`config.mk`:
```
export PLATFORM = sky130hd
export DESIGN_NAME = frequency_sweep_controller
export DESIGN_NICKNAME = d
export VERILOG_FILES = /design/src/rtl/frequency_sweep_controller.sv
export SDC_FILE = /design/constraint.sdc
export NUM_CORES = 1
export LEC_CHECK = 0
export BUFFER_PORTS_ARGS = -buffer_cell sky130_fd_sc_hd__buf_2
export CELL_PAD_IN_SITES_DETAIL_PLACEMENT = 0
export CELL_PAD_IN_SITES_GLOBAL_PLACEMENT = 1
export CORE_MARGIN = 2
export CORE_UTILIZATION = 48
export DETAILED_ROUTE_END_ITERATION = 8
export PLACE_DENSITY = 0.87
export SYNTH_ARGS = -nofsm -noshare
export SYNTH_HDL_FRONTEND = slang
export SYNTH_SLANG_ARGS = --single-unit
export TNS_END_PERCENT = 5
```
`constraint.sdc`:
```
create_clock -name clk -period 8 [get_ports clk]
set_input_delay 2.4 -clock clk [delete_from_list [all_inputs] [get_ports clk]]
set_output_delay 2.4 -clock clk [all_outputs]
set_load 0.1 [all_outputs]
```
`src/rtl/frequency_sweep_controller.sv`:
```
// Steps the lock-in reference frequency from start_freq to stop_freq, dwelling and measuring at each point.
// Optional SWEEP_LOOP_EN: restart at start_freq after the last point instead of stopping in DONE.
module frequency_sweep_controller #(
  parameter int FREQUENCY_RANGE = 8192,
  parameter int DWELL_W         = 24,
  localparam int W              = $clog2(FREQUENCY_RANGE)
) (
  input  logic               clk,
  input  logic               reset,
  input  logic [W-1:0]       manual_freq,
  input  logic [W-1:0]       start_freq,
  input  logic [W-1:0]       stop_freq,
  input  logic [W-1:0]       step,
  input  logic [DWELL_W-1:0] dwell_cycles,
  input  logic               start,
  input  logic               abort,
  input  logic               meas_valid,
  output logic [W-1:0]       freq_out,
  output logic               freq_update,
  output logic               meas_req,
  output logic [W-1:0]       point_index,
  output logic               busy,
  output logic               done
);

  typedef enum logic [1:0] {IDLE, SETTLE, MEASURE, DONE} state_t;

  typedef struct packed {
    logic [W-1:0]       start_f;
    logic [W-1:0]       stop_f;
    logic [W-1:0]       step_f;
    logic [DWELL_W-1:0] dwell;
    logic               up;
  } cfg_t;

  state_t             state;
  cfg_t               cfg;
  logic [DWELL_W-1:0] cnt;

  logic [W:0]   sum_up, diff_dn;
  logic [W-1:0] next_f;

  // One extra bit on both sides keeps the clamp correct near 0 and the top code.
  always_comb begin
    sum_up  = {1'b0, freq_out} + {1'b0, cfg.step_f};
    diff_dn = {1'b0, freq_out} - {1'b0, cfg.step_f};
    next_f  = cfg.stop_f;
    if (cfg.up) begin
      if (sum_up < {1'b0, cfg.stop_f}) next_f = sum_up[W-1:0];
    end else if (!diff_dn[W] && (diff_dn[W-1:0] > cfg.stop_f)) begin
      next_f = diff_dn[W-1:0];
    end
  end

  always_ff @(posedge clk or negedge reset) begin
    if (!reset) begin
      state       <= IDLE;
      cfg         <= '0;
      cnt         <= '0;
      freq_out    <= '0;
      freq_update <= 1'b0;
      meas_req    <= 1'b0;
      point_index <= '0;
      busy        <= 1'b0;
      done        <= 1'b0;
    end else begin
      freq_update <= 1'b0;
      meas_req    <= 1'b0;
      if (abort) begin
        state    <= IDLE;
        busy     <= 1'b0;
        done     <= 1'b0;
        freq_out <= manual_freq;
      end else begin
        case (state)
          IDLE, DONE: begin
            if (state == IDLE) freq_out <= manual_freq;
            if (start) begin
              cfg.start_f <= start_freq;
              cfg.stop_f  <= stop_freq;
              cfg.step_f  <= (step == '0) ? {{(W-1){1'b0}}, 1'b1} : step;
              cfg.dwell   <= dwell_cycles;
              cfg.up      <= (stop_freq >= start_freq);
              freq_out    <= start_freq;
              point_index <= '0;
              freq_update <= 1'b1;
              cnt         <= dwell_cycles;
              busy        <= 1'b1;
              done        <= 1'b0;
              state       <= SETTLE;
            end
          end
          SETTLE: begin
            if (cnt == '0) begin
              meas_req <= 1'b1;
              state    <= MEASURE;
            end else begin
              cnt <= cnt - 1'b1;
            end
          end
          MEASURE: begin
            if (meas_valid) begin
              if (freq_out == cfg.stop_f) begin
`ifdef SWEEP_LOOP_EN
                freq_out    <= cfg.start_f;
                point_index <= '0;
                freq_update <= 1'b1;
                cnt         <= cfg.dwell;
                state       <= SETTLE;
`else
                busy  <= 1'b0;
                done  <= 1'b1;
                state <= DONE;
`endif
              end else begin
                freq_out    <= next_f;
                point_index <= point_index + 1'b1;
                freq_update <= 1'b1;
                cnt         <= cfg.dwell;
                state       <= SETTLE;
              end
            end
          end
          default: state <= IDLE;
        endcase
      end
    end
  end

endmodule
```
==> key figures <==
Run status
  • Status: finished, final reports clean

Yosys
  • Top-area cell type share of the netlist area: 33.54%
  • YS warnings: 0
  • Cell with the most instances after synthesis: dfrtp_1
  • Synthesized area per cell: 8.941 um2
  • Sequential area share after synthesis: 33.54%
  • Async set or reset register ratio after synthesis: 100.0%
  • Mapped Cells: 893
  • Net Count, Synth: 1045
  • Yosys cell types: 67
  • Yosys reg bits: 107
  • Post-synth top area cell: dfrtp_1
  • Post-Syn Area: 0.007984 mm2
  • Synth top cells by count: dfrtp_1, nand2_1, ha_1, nor2_1, inv_1
  • Largest cells by area after synthesis: dfrtp_1, ha_1, mux2_2
  • Most used DFF post-synth: dfrtp_1
  • Post-synth EDFFs: 0

Route
  • Pre-antenna DRT Iters: 5
  • Antenna violation net count after detailed routing: 0
  • Drt drc: 0
  • DR vias: 6798
  • WL final: 20720 um
  • Iteration-0 DRC Markers: 361
  • Drt via density: 5.665
  • Drt wl/cell: 17.27 um

Finish
  • Layout area overhead: 12.29%
  • NumNets Final: 1123
  • Non-Filler Instances: 1200
  • FF+latch area: 0.002678 mm2
  • Share of layout cells above drive strength 1: 19.98%
  • Area of the multi-input gates: 0.004878 mm2
  • FILL cells: 1505

Floorplan
  • Die Ht: 133.0 um
  • CORE AREA: 0.01641 mm2
  • Area of the die: 0.01768 mm2
  • Starting density of the core: 48.66%
  • Row count: 47
  • # IOs: 111
  • Width of the die: 133.0 um

Critical path
  • CP Class: flop to flop
  • Internal reg-to-reg setup slack: 3.06 ns
  • RR Startpoint: freq_out[6]$_DFFE_PN0P_
  • Critical path buffers and inverters: 0
  • Cell family with most CP delay: simple AND/OR/NAND/NOR gates
  • Cell count of the worst reg-to-reg path: 16
  • Largest stage delay, worst path: 0.50 ns
  • Reg2reg end: freq_out[10]$_DFFE_PN0P_
  • Crit Path Max Fanout: 13
  • Critical path cell sequence: ha_1, nor2b_1, or4_1, o211a_1, or3_1, or4_1, nand4_1, ha_1, a21o_1, nand2_1, nand3_1, a211oi_1, nand3_1, nand2_1, nor2_1, o41ai_1
  • Critical Path Sink Type: flop
  • Critical Path Source Type: flop
  • Arr. time, crit path: 5.20 ns
  • CP max stage cell: nand2_1
  • CP Data Required Time: 8.26 ns

GRT
  • All-Layer GR Usage: 24.30%
  • Initial antenna violation count: 4
  • Largest net degree at the start of global routing: 61
  • First-pass GRT wire length: 34440 um
  • Vias in the first global route: 6687
  • GRT Residual Overflow: 0

Placement
  • Inst Count DP: 1180
  • RePlAce Congestion: 0.9085
  • Dpl hpwl: 15550 um
  • Input/output buffers: 110

Worst hold path
  • Worst hold path startpoint: busy$_DFFE_PN0P_
  • Hold-critical path depth: 2
  • Hold Path End: busy$_DFFE_PN0P_
  • Worst Hold Class: flop to flop

Clock network
  • Reg clk slew, reported paths: 0.08 ns
  • Deepest clock path buffer count: 2
  • CTS tree: built
  • Root Driver: clkbuf_16
  • Clock Sinks: 107
  • Inserted Clock Buffers: 9
  • H-tree depth: 3
  • CTS Hold Bufs: 0
  • Post-CTS sizing: 0
  • Post-CTS Setup Repair Bufs: 0
  • Clk_lat worst skew: 0.36 ns

STA
  • Max frequency: 202.4 MHz
  • RSZ-0062 raised after global routing: no
  • Final Max Slew Viols: 0
  • Worst-Margin Slew: 1.015 ns
  • Max-slew headroom: 32.36%
  • Final Cycle Share: 61.77%
  • Final Hold Fails: 0
  • # setup viols final: 0
  • Crit path time final: 4.942 ns
  • Sum Neg Setup Slack: 0 ns
  • Clk_skew: 0.01187 ns

Run
  • Max Cap Viol: 0

Power
  • Pwr Density: 250.7 mW/mm2
  • Max VDD drop: 0.0001079 V
  • Leak: 4.154 nW
==> stage by stage <==
step	area (um2)	worst slack (ns)	util [%]	total power, mW	hold slack [ns]
floorplan	7984	3.415	-	1.506	0.4505
global placement	8643	3.249	52.68	1.765	0.4604
detailed placement	8643	3.182	52.68	1.770	0.4612
CTS	8955	3.109	54.58	2.254	0.4794
global route	8955	2.744	54.58	2.420	0.5110
finish	8965	3.058	54.64	2.247	0.4745
==> tightest hold or removal path: cells and delay by family (launching register included) <==
kind / cells / cell delay (ns)
AO/OA/AOI/OAI: 1 / 0.05
flip-flops: 1 / 0.34
AND/OR/NAND/NOR: 1 / 0.05
==> state kept, by name, summed over array words and instances, names as in the netlist <==
name and flops:
cfg 51, state 2, freq_out 13, freq_update 1, cnt 24, done 1
meas_req 1, busy 1, point_index 13
==> logic make-up after synthesis <==
logic type / after synthesis / share of synthesized area, %
xor gates and xnor gates: 57 / 6.253
buffers and inverters: 108 / 5.454
and+or+nand+nor: 252 / 15.77
DFF: 107 / 33.54
AOI/OAI and AO/OA: 245 / 20.23
muxes: 53 / 7.444
adders and majority gates: 71 / 11.31
==> power breakdown <==
group | internal (mW) | switching [mW]
Clock | 0.227 | 0.244
Sequential | 0.630 | 0.0944
Combinational | 0.423 | 0.629
==> metal layers <==
layer	wire, um	share of wire [%]	GRT usage (%)	vias to the layer above
li1	-	-	-	3379
met2	9642	47	40.10	168
met3	1092	5.3	4.521	23
met4	227	1.1	5.854	6
met5	41	0.20	0	-
met1	9719	47	33.15	3222
==> cells in the final DEF (no fill, tap or decap), types with 11 or more instances in the layout <==
cell type | Yosys | layout
xor2_1 | 27 | 27
o21ai_1 | 24 | 24
a221o_1 | 14 | 14
o31ai_1 | 16 | 16
mux2_2 | 50 | 50
o21ai_0 | 51 | 51
a21oi_1 | 48 | 48
o211ai_1 | 15 | 15
nor4_1 | 11 | 11
buf_2 | 3 | 109
inv_1 | 61 | 61
xnor2_1 | 30 | 30
dfrtp_1 | 107 | 107
nor2_1 | 69 | 69
ha_1 | 69 | 68
nand3_1 | 12 | 11
nor2b_1 | 22 | 22
nand2_1 | 71 | 71
==> final cells by class <==
type / count / share of cell area (%)
Multi-Input combinational cell: 678 / 54.42
Sequential cell: 107 / 29.87
Timing Repair Buffer: 114 / 6.504
Tap cell: 220 / 3.070
Inverter: 61 / 2.554
Clock buffer: 9 / 2.512
Clock inverter: 7 / 0.9630
Antenna cell: 4 / 0.1117
==> how the worst max path moves through the flow <==
stage,startpoint,endpoint,cells after the start
detailed placement,freq_out[6]$_DFFE_PN0P_,freq_out[10]$_DFFE_PN0P_,16
global placement,freq_out[6]$_DFFE_PN0P_,freq_out[10]$_DFFE_PN0P_,16
finish,freq_out[6]$_DFFE_PN0P_,freq_out[10]$_DFFE_PN0P_,16
CTS,freq_out[6]$_DFFE_PN0P_,freq_out[10]$_DFFE_PN0P_,16
global route,freq_out[6]$_DFFE_PN0P_,freq_out[10]$_DFFE_PN0P_,16
floorplan,freq_out[6]$_DFFE_PN0P_,freq_out[10]$_DFFE_PN0P_,17
(Power assumes the default switching activity.)
